File: config.mk
export PLATFORM = sky130hd
export DESIGN_NAME = fifo_wr_arbiter_flat
export DESIGN_NICKNAME = d
export VERILOG_FILES = /design/src/rtl/fifo_wr_arbiter_if.sv /design/src/rtl/fifo_wr_arbiter.sv /design/src/flat_wrapper.sv
export SDC_FILE = /design/constraint.sdc
export NUM_CORES = 1
export LEC_CHECK = 0
export ABC_CLOCK_PERIOD_IN_PS = 2700
export CAP_MARGIN = 30
export CORE_AREA = 2 2 46 58
export CTS_CLUSTER_DIAMETER = 150
export DETAILED_ROUTE_END_ITERATION = 10
export DIE_AREA = 0 0 48 60
export DONT_BUFFER_PORTS = 1
export PLACE_DENSITY_LB_ADDON = 0.12
export SYNTH_ARGS = -nofsm -noshare
export SYNTH_HDL_FRONTEND = slang
export SYNTH_SLANG_ARGS = --single-unit
File: constraint.sdc
create_clock -name clk -period 2.7 [get_ports clk]
set_input_delay 0.675 -clock clk [delete_from_list [all_inputs] [get_ports clk]]
set_output_delay 0.675 -clock clk [all_outputs]
set_load 0.02 [all_outputs]
File: src/rtl/fifo_wr_arbiter_if.sv
// rtl/fifo_wr_arbiter_if.sv - producer handshake and FIFO write-port bundle for fifo_wr_arbiter
interface fifo_wr_arbiter_if #(
    parameter int WIDTH = 8,
    parameter int NREQ  = 4,
    parameter int IDW   = 2
);
    // Producer side: one valid/ready pair and one data word per producer.
    logic [NREQ-1:0]       req_valid;
    logic [NREQ*WIDTH-1:0] req_data;
    logic [NREQ-1:0]       req_ready;

    // FIFO write side: the written word carries the owner index above the data.
    logic                  fifo_full;
    logic                  fifo_wen;
    logic [IDW+WIDTH-1:0]  fifo_data;

    // Environment view: producers drive requests, the FIFO drives its full flag.
    modport master (
        output req_valid,
        output req_data,
        output fifo_full,
        input  req_ready,
        input  fifo_wen,
        input  fifo_data
    );

    // Arbiter view.
    modport slave (
        input  req_valid,
        input  req_data,
        input  fifo_full,
        output req_ready,
        output fifo_wen,
        output fifo_data
    );
endinterface

File: src/rtl/fifo_wr_arbiter.sv
// rtl/fifo_wr_arbiter.sv - round-robin burst arbiter sharing one FIFO write port among NREQ producers
module fifo_wr_arbiter #(
    parameter int WIDTH = 8,
    parameter int NREQ  = 4,
    parameter int IDW   = 2,
    parameter int BURST = 4
) (
    input  logic                clk,
    input  logic                reset_n,
    fifo_wr_arbiter_if.slave    bus,
    output logic [IDW-1:0]      grant_id,
    output logic                busy
);

    typedef enum logic {
        S_IDLE  = 1'b0,
        S_GRANT = 1'b1
    } state_t;

    state_t             r_state;
    state_t             w_state_nxt;
    logic [IDW-1:0]     r_owner;
    logic [IDW-1:0]     w_owner_nxt;
    logic [IDW-1:0]     r_ptr;
    logic [IDW-1:0]     w_ptr_nxt;
    logic [3:0]         r_cnt;
    logic [3:0]         w_cnt_nxt;
    logic [IDW-1:0]     r_grant_id;
    logic               r_busy;

    logic [IDW:0]       w_sum;
    logic [IDW-1:0]     w_pick;
    logic               w_any;
    logic               w_owner_valid;
    logic [WIDTH-1:0]   w_owner_data;
    logic               w_xfer;
    logic               w_last;
    logic [IDW-1:0]     w_ptr_inc;

    // Round-robin pick: first valid requester at or after ptr, wrapping modulo NREQ.
    // Walking downward means the smallest offset from ptr is the one left standing.
    always_comb begin
        w_sum  = '0;
        w_pick = '0;
        w_any  = 1'b0;
        for (int k = NREQ - 1; k >= 0; k--) begin
            w_sum = {1'b0, r_ptr} + (IDW+1)'(k);
            if (w_sum >= (IDW+1)'(NREQ)) begin
                w_sum = w_sum - (IDW+1)'(NREQ);
            end
            if (bus.req_valid[IDW'(w_sum)]) begin
                w_pick = IDW'(w_sum);
                w_any  = 1'b1;
            end
        end
    end

    // Select the current owner's valid bit and data word.
    always_comb begin
        w_owner_valid = 1'b0;
        w_owner_data  = '0;
        for (int i = 0; i < NREQ; i++) begin
            if (r_owner == IDW'(i)) begin
                w_owner_valid = bus.req_valid[i];
                w_owner_data  = bus.req_data[i*WIDTH +: WIDTH];
            end
        end
    end

    // A beat moves only while granted, the owner offers a word and the FIFO has room.
    assign w_xfer    = (r_state == S_GRANT) && w_owner_valid && !bus.fifo_full;
    assign w_last    = (r_cnt == 4'(BURST - 1));
    assign w_ptr_inc = (r_owner == IDW'(NREQ - 1)) ? '0 : r_owner + 1'b1;

    // State, owner, pointer and beat counter; reset aborts any burst at once.
    always_ff @(posedge clk or negedge reset_n) begin
        if (!reset_n) begin
            r_state    <= S_IDLE;
            r_owner    <= '0;
            r_ptr      <= '0;
            r_cnt      <= '0;
            r_grant_id <= '0;
            r_busy     <= 1'b0;
        end else begin
            r_state    <= w_state_nxt;
            r_owner    <= w_owner_nxt;
            r_ptr      <= w_ptr_nxt;
            r_cnt      <= w_cnt_nxt;
            r_busy     <= (w_state_nxt == S_GRANT);
            r_grant_id <= (w_state_nxt == S_GRANT) ? w_owner_nxt : '0;
        end
    end

    // Next state: grant on any request, release on burst end or owner dropping valid,
    // and simply hold while the FIFO is full (no timeout).
    always_comb begin
        w_state_nxt = r_state;
        w_owner_nxt = r_owner;
        w_ptr_nxt   = r_ptr;
        w_cnt_nxt   = r_cnt;
        case (r_state)
            S_IDLE: begin
                if (w_any) begin
                    w_owner_nxt = w_pick;
                    w_cnt_nxt   = '0;
                    w_state_nxt = S_GRANT;
                end
            end
            S_GRANT: begin
                if (!w_owner_valid) begin
                    w_state_nxt = S_IDLE;
                    w_ptr_nxt   = w_ptr_inc;
                    w_cnt_nxt   = '0;
                end else if (w_xfer) begin
                    if (w_last) begin
                        w_state_nxt = S_IDLE;
                        w_ptr_nxt   = w_ptr_inc;
                        w_cnt_nxt   = '0;
                    end else begin
                        w_cnt_nxt = r_cnt + 4'd1;
                    end
                end
            end
            default: begin
                w_state_nxt = S_IDLE;
            end
        endcase
    end

    // Write-port and ready outputs; everything is quiet outside GRANT.
    always_comb begin
        bus.req_ready = '0;
        bus.fifo_wen  = 1'b0;
        bus.fifo_data = '0;
        if (r_state == S_GRANT) begin
            for (int i = 0; i < NREQ; i++) begin
                if (r_owner == IDW'(i)) begin
                    bus.req_ready[i] = !bus.fifo_full;
                end
            end
            bus.fifo_wen  = w_xfer;
            bus.fifo_data = {r_owner, w_owner_data};
        end
    end

    assign grant_id = r_grant_id;
    assign busy     = r_busy;

endmodule

File: src/flat_wrapper.sv
// flat-port wrapper written by rule: the top's interface ports become plain ports
module fifo_wr_arbiter_flat 
#(
    parameter int WIDTH = 8,
    parameter int NREQ  = 4,
    parameter int IDW   = 2,
    parameter int BURST = 4
)
  (clk, reset_n, grant_id, busy, bus_req_valid, bus_req_data, bus_fifo_full, bus_req_ready, bus_fifo_wen, bus_fifo_data);
  fifo_wr_arbiter_if #(.WIDTH(WIDTH), .NREQ(NREQ), .IDW(IDW)) bus_i ();
  input  logic clk;
  input  logic reset_n;
  output logic [IDW-1:0] grant_id;
  output logic busy;
  input wire logic [$bits(bus_i.req_valid)-1:0] bus_req_valid;
  input wire logic [$bits(bus_i.req_data)-1:0] bus_req_data;
  input wire logic [$bits(bus_i.fifo_full)-1:0] bus_fifo_full;
  output wire logic [$bits(bus_i.req_ready)-1:0] bus_req_ready;
  output wire logic [$bits(bus_i.fifo_wen)-1:0] bus_fifo_wen;
  output wire logic [$bits(bus_i.fifo_data)-1:0] bus_fifo_data;
  assign bus_i.req_valid = bus_req_valid;
  assign bus_i.req_data = bus_req_data;
  assign bus_i.fifo_full = bus_fifo_full;
  assign bus_req_ready = bus_i.req_ready;
  assign bus_fifo_wen = bus_i.fifo_wen;
  assign bus_fifo_data = bus_i.fifo_data;
  fifo_wr_arbiter #(.WIDTH(WIDTH), .NREQ(NREQ), .IDW(IDW), .BURST(BURST)) u_core (.clk(clk), .reset_n(reset_n), .bus(bus_i), .grant_id(grant_id), .busy(busy));
endmodule
==> results of run 1 <==
-- layout by cell type (no fill, tap or decap), types with 2 or more instances in the layout --
master	n
sky130_fd_sc_hd__a21oi_1	12
sky130_fd_sc_hd__a22o_1	8
sky130_fd_sc_hd__and2_1	10
sky130_fd_sc_hd__and3b_1	8
sky130_fd_sc_hd__buf_4	7
sky130_fd_sc_hd__clkbuf_4	3
sky130_fd_sc_hd__dfrtp_1	11
sky130_fd_sc_hd__ha_1	5
sky130_fd_sc_hd__inv_1	6
sky130_fd_sc_hd__mux2_2	2
sky130_fd_sc_hd__nand2_1	19
sky130_fd_sc_hd__nand2b_1	4
sky130_fd_sc_hd__nand3_1	2
sky130_fd_sc_hd__nor2_1	6
sky130_fd_sc_hd__nor2b_1	3
sky130_fd_sc_hd__o2111ai_1	2
sky130_fd_sc_hd__o21ai_0	11
sky130_fd_sc_hd__o22ai_1	2
sky130_fd_sc_hd__or4_4	2
-- where the power goes --
part | switching [W] | internal [W] | total, W
clock network | 0.0000518 | 0.0000571 | 0.000109
logic | 0.000565 | 0.000389 | 0.000954
registers | 0.0000925 | 0.000227 | 0.000319
-- kinds of logic after synthesis --
kind of cell    after synthesis
compound gates               46
fa+ha+maj                     5
buf+inv                      14
flops                        11
mux                           2
simple gates                 61
-- layout make-up --
type | instances | area (µm²)
repair buffers | 7 | 52.55
fillers | 243 | 1192
well taps | 33 | 41.29
clock buffers | 4 | 26.28
flip-flops and latches | 11 | 275.3
multi-input cells | 114 | 767.0
inverters | 6 | 22.52
-- worst max path at each step --
stage | startpoint | end | slack, ns | depth (start not counted)
6_report | u_core.r_owner[1]$_DFF_PN0_ | bus_fifo_wen | 0.14 | 6
5_1_grt | u_core.r_owner[1]$_DFF_PN0_ | bus_fifo_wen | 0.002 | 6
4_1_cts | u_core.r_owner[0]$_DFF_PN0_ | bus_fifo_data[7] | 0.12 | 3
3_5_place_dp | u_core.r_owner[0]$_DFF_PN0_ | bus_fifo_data[7] | 0.42 | 3
3_3_place_gp | u_core.r_owner[1]$_DFF_PN0_ | bus_fifo_wen | 0.48 | 6
2_1_floorplan | u_core.r_owner[0]$_DFF_PN0_ | bus_fifo_wen | 0.47 | 7
-- per-stage QoR --
step	setup WS [ns]	instance area [µm²]	total power, W	util
2_1_floorplan	0.4748	1111	0.001086	-
3_3_place_gp	0.4788	1136	0.001209	0.4779
3_5_place_dp	0.4234	1136	0.001228	0.4779
4_1_cts	0.1231	1162	0.001346	0.4889
5_1_grt	0.002259	1185	0.001514	0.4984
6_report	0.1429	1185	0.001382	0.4984
-- metal layers --
layer / routed length, µm / part of all wire / up-vias
met3: 198 / 0.073 / 2
met5: 0 / 0 / -
met2: 1365 / 0.50 / 50
li1: - / - / 507
met4: 16 / 0.0059 / 0
met1: 1141 / 0.42 / 471
-- state kept, by name (all words and copies together) (netlist names) --
signal	cells
u_core.r_ptr	2
u_core.grant_id	2
u_core.r_state	1
u_core.r_cnt	4
u_core.r_owner	2
-- worst reg2reg max path: cells and delay by family (launching register included) --
kind / cells / cell delay [ns]
AND/OR/NAND/NOR: 2 / 0.27
flip-flops: 1 / 0.40
AO/OA/AOI/OAI: 2 / 0.58
adder cells (fa/ha/maj): 1 / 0.20
buffers and inverters: 3 / 0.35
-- timing repair --
action                     in CTS  in global routing
hold buffers                    0                  0
buffers inserted                0                  3
setup endpoints to repair       0                  1
gates resized for setup         0                  0
==> impl_results.md, run 1 <==
- Status: completed
- Worst Skew: 0.002293 ns
- Cell with the largest stage delay on the worst path: sky130_fd_sc_hd__dfrtp_1
- Height of the die: 60 µm
- Pin count of the biggest net entering global routing: 18
- Final hold vios: 0
- Met3 Resource Use GR: 0.02115
- WL final: 2721 µm
- Pwr Density: 1166 mW/mm²
- Delay of the slowest critical-path stage: 0.40 ns
- Period utilization: 0.9471
- Class of the worst hold path: in -> async
- Antenna violation net count after detailed routing: 0
- Placeable core region: 0.002377 mm²
- Detailed placer's ending HPWL: 2181 µm
- Number of global-route vias before repair: 912
- DR vias: 1,030
- Worst EP required: 2.03 ns
- DR iter-0 viols: 20
- Routability cong.: 0.8604
- Nets: 187
- Dominant cell type by area after synthesis: sky130_fd_sc_hd__dfrtp_1
- Synth Area per Inst: 7.993 µm²
- Most common cell in the synthesized netlist: sky130_fd_sc_hd__nand2_1
- Final std cells w/o fill: 175
- Slew headroom: 0.4552
- Congestion Overflow GR: 0
- Family with the most delay on the worst path: compound AO/OA/AOI/OAI gates
- Arrival @ worst endpoint: 1.88 ns
- Number of enable flip-flop cells after synthesis: 0
- FF-to-FF End: u_core.grant_id[1]$_DFF_PN0_
- Distinct cells, synth: 39
- Post-synthesis simple-gate area fraction: 0.3255
- Slew of the pin with the lowest slew margin: 0.7967 ns
- Antenna diode count: 0
- Most used cell, CP: sky130_fd_sc_hd__inv_1
- Most utilized layer in the global route result: met2
- Row cnt: 20
- Peak Freq: 391.1 MHz
- CP Capture Type: primary output
- Flop and latch count out of synthesis: 11
- Worst VDD drop: 542.2 µV
- Effective utilization at floorplan: 0.4674
- Min Tclk post-route: 2.557 ns
- RSZ-0062 raised after global routing: false
- CTS tree: yes
- Global routing usage on met2: 0.3371
- First-pass GRT wire length: 3870 µm
- Buf+Inv Stages, Crit Path: 2
- DR vias/cell: 5.886
- Sequential element share of the synthesized area: 0.2477
- Number of buffers created by CTS: 3
- Cells along the critical path: inv_1 -> ha_1 -> nand3b_1 -> a211oi_4 -> o21ai_1 -> inv_1
- Synth async-reset ratio: 1.000
- Clock root cell: sky130_fd_sc_hd__clkbuf_4
- Die footprint: 0.002880 mm²
- Detail-routed net length per standard cell: 15.55 µm
- Post-Synth Adder-Cell Area: 0.05631
- Number of slew-limit violations in the final report: 0
- Number of max-cap violations: 0
- Synthesized-area fraction occupied by ao, oa, aoi and oai cells: 0.2883
- Category of the critical setup timing path: reg -> out
- Maximum fanout along the worst path: 5
- Main combinational cell family by area after synthesis: simple AND/OR/NAND/NOR gates
- Global-route usage over all layers: 0.1872
- Clock Tree Buf Depth: 2
- Number of iterations in the first detailed-routing pass: 4
- Dominant synthesized flop cell: sky130_fd_sc_hd__dfrtp_1
- Number of nets in the synthesized netlist: 183
- Most numerous cell types in the synthesized netlist: 19 x sky130_fd_sc_hd__nand2_1, 12 x sky130_fd_sc_hd__a21oi_1, 11 x sky130_fd_sc_hd__dfrtp_1, 11 x sky130_fd_sc_hd__o21ai_0, 10 x sky130_fd_sc_hd__and2_1
- Setup-failing EPs final: 0
- Number of antenna violations at the first check in global routing: 0
- Clock latency of the later-clocked register in the worst-skew pair: 0.26 ns
- Fraction of layout instances using a drive strength above 1: 0.1408
- Launch point of the worst reg-to-reg path: u_core.r_owner[1]$_DFF_PN0_
- Worst reg-to-reg path cell count: 8
- Residual DRC count: 0
- Port Buffers: 0
- Fraction of synthesized area in multiplexers: 0.02027
- Number of top-level pins: 57
- Count of warnings emitted by yosys: 0
- Cell types occupying the most area after synthesis: sky130_fd_sc_hd__dfrtp_1 25%, sky130_fd_sc_hd__nand2_1 6.4%, sky130_fd_sc_hd__a22o_1 6.3%, sky130_fd_sc_hd__and3b_1 6.3%, sky130_fd_sc_hd__and2_1 5.6%
- GR met1 Demand/Resource: 0.2101
- # H-tree levels: 1
- Area share of the leading cell type in the synthesized netlist: 0.2477
- Number of sinks on the clock net: 11
- Area of the mapped netlist: 0.001111 mm²
- Worst Setup Start Kind: flip-flop
- Floorplan die width: 48 µm
- Clk slew on worst S/H paths: 0.07 ns
- Cells after synthesis: 139
- Final sum of negative setup slack: 0 ns
- Xor/xnor share of the synthesized area: 0
- Final worst hold slack: 0.09905 ns
- Area added between synthesis and finish: 6.644%
- Leakage: 0.5296 nW
- DP Cell Count: 168
- Setup slack on the worst flop-to-flop path: 0.80 ns
No activity file was read; power rests on OpenSTA's default activity.
==> run 2, diff against run 1 <==
--- a/config.mk
+++ b/config.mk
@@ -8,6 +8,7 @@
 export ABC_CLOCK_PERIOD_IN_PS = 2700
 export CAP_MARGIN = 30
 export CORE_AREA = 2 2 46 58
+export CTS_BUF_LIST = sky130_fd_sc_hd__clkbuf_4
 export CTS_CLUSTER_DIAMETER = 150
 export DETAILED_ROUTE_END_ITERATION = 10
 export DIE_AREA = 0 0 48 60
==> run 2 against run 1 <==
  * Maximum frequency down 0.26%
  * Clock skew down 0.00050 ns
  * Critical path depth unchanged
  * Worst setup slack worse by 0.0068 ns
  * Sequential power about the same
  * Routed wire length up 0.70%
  * Via count about the same
  * Critical endpoint unchanged
==> impl_results.md, run 2 (same netlist as run 1, synthesis figures left out) <==
- Number of max-cap violations: 0 (unchanged)
- Number of top-level pins: 57 (unchanged)
- Arrival @ worst endpoint: 1.89 ns (about the same)
- Class of the worst hold path: in -> async
- Total placed instance area: 0.001136 mm² (unchanged)
- Global-route usage over all layers: 0.1890 (+0.001772)
- WL final: 2740 µm (+0.70%)
- DR iter-0 viols: 19 (-5.0%)
- Effective utilization at floorplan: 0.4674 (unchanged)
- Share of total power in combinational logic: 0.685 (-0.005)
- Critical path capture point: bus_fifo_wen
- Worst Skew: 0.001789 ns (-0.0005032 ns)
- Congestion Overflow GR: 0 (unchanged)
- Pwr Density: 1173 mW/mm² (+0.54%)
- Port Buffers: 0 (unchanged)
- Nets: 187 (unchanged)
- Clock Tree Buf Depth: 2 (unchanged)
- First-pass GRT wire length: 3877 µm (+0.18%)
- Category of the critical setup timing path: reg -> out
- Largest register FFs: 4 (unchanged)
- Number of slew-limit violations in the final report: 0 (unchanged)
- Tot Pwr: 0.001394 W (+0.85%)
- Fillers: 244 (+0.41%)
- Fraction of layout instances using a drive strength above 1: 0.1479 (+0.007042)
- Launch point of the worst reg-to-reg path: u_core.r_owner[1]$_DFF_PN0_
- Maximum fanout along the worst path: 5 (unchanged)
- Detail-routed net length per standard cell: 15.66 µm (+0.70%)
- DR vias: 1,031 (+0.097%)
- Pin count of the biggest net entering global routing: 18 (unchanged)
- Floorplan die width: 48 µm (unchanged)
- Routability cong.: 0.8604 (unchanged)
- Worst VDD drop: 542.9 µV (+0.13%)
- Peak Freq: 390.0 MHz (-0.26%)
- Commonest cells after routing, fill and taps aside: 19 x sky130_fd_sc_hd__nand2_1, 12 x sky130_fd_sc_hd__a21oi_1, 11 x sky130_fd_sc_hd__o21ai_0, 11 x sky130_fd_sc_hd__dfrtp_1, 10 x sky130_fd_sc_hd__and2_1
- Part of the power in registers: 0.229 (-0.002)
- Critical path launch point: u_core.r_owner[1]$_DFF_PN0_
- Setup-failing EPs final: 0 (unchanged)
- Final hold vios: 0 (unchanged)
- Height of the die: 60 µm (unchanged)
- # H-tree levels: 1 (unchanged)
- CTS tree: yes
- Clock root cell: sky130_fd_sc_hd__clkbuf_4
- Detailed placer's ending HPWL: 2181 µm (unchanged)
- Fraction of power spent switching nets: 0.5100 (-0.003151)
- DR vias/cell: 5.891 (about the same)
- Period utilization: 0.9496 (+0.002501)
- CP Capture Type: primary output
- Clock latency of the later-clocked register in the worst-skew pair: 0.27 ns (about the same)
- Antenna diode count: 0 (unchanged)
- Worst Setup Start Kind: flip-flop
- Placeable core region: 0.002377 mm² (unchanged)
- Number of iterations in the first detailed-routing pass: 4 (unchanged)
- Die footprint: 0.002880 mm² (unchanged)
- Most common cell after layout, fill and taps aside: sky130_fd_sc_hd__nand2_1
- Final Util: 0.5000 (+0.001579)
- Slew of the pin with the lowest slew margin: 0.8089 ns (+0.01222 ns)
- Slew headroom: 0.4468 (-0.008357)
- Switch Pwr: 0.0007108 W (+0.23%)
- Worst reg-to-reg path cell count: 8 (unchanged)
- Area added between synthesis and finish: 6.982%
- Clk slew on worst S/H paths: 0.07 ns (about the same)
- Power share of the clock group: 0.087 (+0.008)
- Number of global-route vias before repair: 913 (+0.11%)
- Setup slack on the worst flop-to-flop path: 0.81 ns (about the same)
- Residual DRC count: 0 (unchanged)
- Status: completed
- Internal power contribution: 0.0006829 W (+1.5%)
- Number of buffers created by CTS: 3 (unchanged)
- Leakage: 0.5331 nW (+0.65%)
- FF-to-FF End: u_core.grant_id[1]$_DFF_PN0_
- Row cnt: 20 (unchanged)
- Register bank with the most flops: u_core.r_cnt
- Min Tclk post-route: 2.564 ns (+0.006753 ns)
- Number of antenna violations at the first check in global routing: 0 (unchanged)
- Worst EP required: 2.03 ns (about the same)
- Antenna violation net count after detailed routing: 0 (unchanged)
- Post-CTS Resized: 0 (unchanged)
- Number of sinks on the clock net: 11 (unchanged)
- Final std cell area, no fill: 0.001189 mm² (+0.32%)
-- run 2: power by group through the flow --
stage	logic, W	clock network [W]	registers [W]
6_report	0.000954	0.000121	0.000319
5_1_grt	0.00106	0.000133	0.000331
4_1_cts	0.000911	0.000128	0.000317
3_5_place_dp	0.000909	0	0.000319
3_3_place_gp	0.000892	0	0.000317
2_1_floorplan	0.000782	0	0.000304
-- run 2: final cells by class --
class	instances	area (µm²)	area share
flip-flops and latches	11	275.3	0.2316
multi-input cells	114	767.0	0.6453
well taps	33	41.29	0.03474
inverters	6	22.52	0.01895
clock buffers	4	30.03	0.02526
repair buffers	7	52.55	0.04421
-- run 2: repair_timing --
action,4_1_cts,5_1_grt
setup buffers,0,3
setup endpoints to repair,0,1
hold endpoints to repair,0,0
hold buffers,0,0
-- run 2: worst max-delay path, stage by stage (launching register included) --
cell,delay [ns]
sky130_fd_sc_hd__dfrtp_1,0.41
sky130_fd_sc_hd__inv_1,0.08
sky130_fd_sc_hd__ha_1,0.20
sky130_fd_sc_hd__nand3b_1,0.23
sky130_fd_sc_hd__a211oi_4,0.34
sky130_fd_sc_hd__o21ai_1,0.17
sky130_fd_sc_hd__inv_1,0.19
-- run 2: how the worst min path moves through the flow --
stage	start	endpoint	slack (ns)	depth (start not counted)
CTS	reset_n	u_core.r_cnt[0]$_DFFE_PN0P_	0.08	0
detailed placement	reset_n	u_core.r_cnt[3]$_DFFE_PN0P_	0.38	0
floorplan	reset_n	u_core.grant_id[0]$_DFF_PN0_	0.38	0
global placement	reset_n	u_core.r_cnt[2]$_DFFE_PN0P_	0.38	0
finish	reset_n	u_core.r_state$_DFF_PN0_	0.1	0
global route	reset_n	u_core.r_cnt[3]$_DFFE_PN0P_	0.08	0
-- run 2: through the flow --
step,setup TNS [ns],setup slack [ns],hold slack [ns],instances
after floorplan,0,0.4748,0.3794,139
after global placement,0,0.4788,0.3796,168
after detailed placement,0,0.4234,0.3796,168
after CTS,0,0.1197,0.07956,172
after global routing,-0.00009726,-0.00009726,0.07742,175
final,0,0.1361,0.09552,175
-- run 2: layer usage --
layer  track usage  share of wire  vias up
li1              -              -      507
met1        0.2101           0.42      472
met2        0.3371           0.50       48
met3       0.02115          0.070        4
met4       0.09266          0.011        0
met5             0              0        -
==> run 3, diff against run 2 <==
--- a/config.mk
+++ b/config.mk
@@ -8,7 +8,7 @@
 export ABC_CLOCK_PERIOD_IN_PS = 2700
 export CAP_MARGIN = 30
 export CORE_AREA = 2 2 46 58
-export CTS_BUF_LIST = sky130_fd_sc_hd__clkbuf_4
+export CTS_BUF_LIST = sky130_fd_sc_hd__clkbuf_16
 export CTS_CLUSTER_DIAMETER = 150
 export DETAILED_ROUTE_END_ITERATION = 10
 export DIE_AREA = 0 0 48 60
==> run 3 against run 2 <==
  * Via count is 0.78% lower
  * Largest power group unchanged
  * Sequential cell count did not move
  * Routed wire length shrank 1.4%
==> impl_results.md, run 3 (same netlist as run 1, synthesis figures left out) <==
- Status: completed
- Post-CTS setup buffer count: 0 (unchanged)
- Nets: 184 (-1.6%)
- Residual DRC count: 0 (unchanged)
- DR iter-0 viols: 19 (unchanged)
- Worst Skew: 0.003454 ns (+0.001664 ns)
- Post-CTS Resized: 0 (unchanged)
- DR vias/cell: 5.948 (+0.95%)
- Final hold vios: 0 (unchanged)
- Register bank with the most flops: u_core.r_cnt
- DR vias: 1,023 (-0.78%)
- Number of max-cap violations: 0 (unchanged)
- Number of global-route vias before repair: 902 (-1.2%)
- Area added between synthesis and finish: 9.347%
- Area occupied by multi-input gates: 767.0 µm² (unchanged)
- Floorplan die width: 48 µm (unchanged)
- Min Tclk post-route: 2.529 ns (-0.03473 ns)
- Slew headroom: 0.4646 (+0.01782)
- Category of the critical setup timing path: reg -> out
- Global-route usage over all layers: 0.1849 (-0.004135)
- Number of antenna violations at the first check in global routing: 0 (unchanged)
- Most utilized layer in the global route result: met2
- Detail-routed net length per standard cell: 15.72 µm (+0.37%)
- Period utilization: 0.9367 (-0.01286)
- Antenna violation net count after detailed routing: 0 (unchanged)
- Most common cell after layout, fill and taps aside: sky130_fd_sc_hd__nand2_1
- Number of slew-limit violations in the final report: 0 (unchanged)
- Port Buffers: 0 (unchanged)
- Clock latency of the later-clocked register in the worst-skew pair: 0.24 ns (-0.03 ns)
- Setup WS pre-CTS: 0.4234 ns (unchanged)
- Leakage: 0.5418 nW (+1.6%)
- Final sum of negative setup slack: 0 ns (unchanged)
- Class of the worst hold path: in -> async
- Global routing usage on met2: 0.3352 (-0.001905)
- Sequential standard cell area: 275.3 µm² (unchanged)
- Fraction of layout instances using a drive strength above 1: 0.1223 (-0.02559)
- Height of the die: 60 µm (unchanged)
- Clk slew on worst S/H paths: 0.04 ns (-0.03 ns)
- Row cnt: 20 (unchanged)
- Arrival @ worst endpoint: 1.85 ns (-0.04 ns)
- Setup-failing EPs final: 0 (unchanged)
- Pwr Density: 1224 mW/mm² (+4.4%)
- Number of sinks on the clock net: 11 (unchanged)
- Worst Setup Start Kind: flip-flop
- Peak Freq: 395.4 MHz (+1.4%)
- Antenna diode count: 0 (unchanged)
- CTS tree: yes
- Number of buffers created by CTS: 3 (unchanged)
- Clock root cell: sky130_fd_sc_hd__clkbuf_16
- RSZ-0062 raised after global routing: false
- Number of top-level pins: 57 (unchanged)
- Final worst hold slack: 0.1320 ns (+0.03650 ns)
- WL final: 2703 µm (-1.4%)
- Worst EP required: 2.03 ns (about the same)
- Final std cells w/o fill: 172 (-1.7%)
- CP Capture Type: primary output
- Die footprint: 0.002880 mm² (unchanged)
- Slew of the pin with the lowest slew margin: 0.7828 ns (-0.02606 ns)
- Smallest setup slack after layout: 0.1709 ns (+0.03473 ns)
- Effective utilization at floorplan: 0.4674 (unchanged)
- First-pass GRT wire length: 3870 µm (-0.18%)
- Placeable core region: 0.002377 mm² (unchanged)
- Congestion Overflow GR: 0 (unchanged)
- Final Util: 0.5111 (+0.01105)
- # H-tree levels: 1 (unchanged)
- Routability cong.: 0.8604 (unchanged)
- DP Cell Count: 168 (unchanged)
- Largest register FFs: 4 (unchanged)
- Maximum fanout along the worst path: 6 (+1)
- Worst VDD drop: 730.3 µV (+35%)
- Commonest cells after routing, fill and taps aside: 19 x sky130_fd_sc_hd__nand2_1, 12 x sky130_fd_sc_hd__a21oi_1, 11 x sky130_fd_sc_hd__o21ai_0, 11 x sky130_fd_sc_hd__dfrtp_1, 10 x sky130_fd_sc_hd__and2_1
- Number of iterations in the first detailed-routing pass: 4 (unchanged)
- Pin count of the biggest net entering global routing: 18 (unchanged)
- Fillers: 233 (-4.5%)
- Number of hold buffers added after CTS: 0 (unchanged)
- Detailed placer's ending HPWL: 2181 µm (unchanged)
- GR met1 Demand/Resource: 0.2158 (+0.005629)
- Met3 Resource Use GR: 0.02115 (unchanged)
- Clock Tree Buf Depth: 2 (unchanged)
==> run 3: power breakdown <==
group,total [W],internal (W),switching (W)
combinational,0.000903,0.000350,0.000553
clock,0.000265,0.000194,0.0000712
sequential,0.000319,0.000228,0.0000918
==> run 3: cell type report <==
cell class | instances | share of cell area
well taps | 33 | 0.03399
flip-flops and latches | 11 | 0.2266
repair buffers | 4 | 0.02472
inverters | 6 | 0.01854
clock inverters | 1 | 0.003090
multi-input cells | 114 | 0.6313
clock buffers | 3 | 0.06179
==> run 3: worst paths after layout <==
kind	from	end	slack, ns	cells after the start
worst max-delay path	u_core.r_owner[0]$_DFF_PN0_	bus_fifo_wen	0.17	6
worst min-delay path	reset_n	u_core.r_cnt[3]$_DFFE_PN0P_	0.13	0
worst max register to register	u_core.r_owner[0]$_DFF_PN0_	u_core.r_ptr[1]$_DFFE_PN0P_	0.84	6
worst min register to register	u_core.r_cnt[1]$_DFFE_PN0P_	u_core.r_cnt[1]$_DFFE_PN0P_	0.55	2
max in group asynchronous	reset_n	u_core.r_ptr[0]$_DFFE_PN0P_	2.50	0
min in group clk	u_core.r_cnt[1]$_DFFE_PN0P_	u_core.r_cnt[1]$_DFFE_PN0P_	0.55	2
==> run 3: per-stage QoR <==
stage	power [W]	cell area [µm²]
floorplan	0.001086	1111
global placement	0.001209	1136
detailed placement	0.001228	1136
CTS	0.001499	1215
global route	0.001616	1215
finish	0.001488	1215
==> run 3: layer usage <==
metal / up-vias / routed length (µm)
li1: 500 / -
met2: 56 / 1346
met1: 465 / 1107
met5: - / 0
met3: 2 / 232
met4: 0 / 16
==> run 3: worst max-delay path: stages, from the launching register on <==
cell	delay [ns]
sky130_fd_sc_hd__dfrtp_1	0.42
sky130_fd_sc_hd__inv_1	0.09
sky130_fd_sc_hd__ha_1	0.23
sky130_fd_sc_hd__and2b_1	0.20
sky130_fd_sc_hd__a211oi_4	0.32
sky130_fd_sc_hd__o21ai_1	0.17
sky130_fd_sc_hd__inv_1	0.19
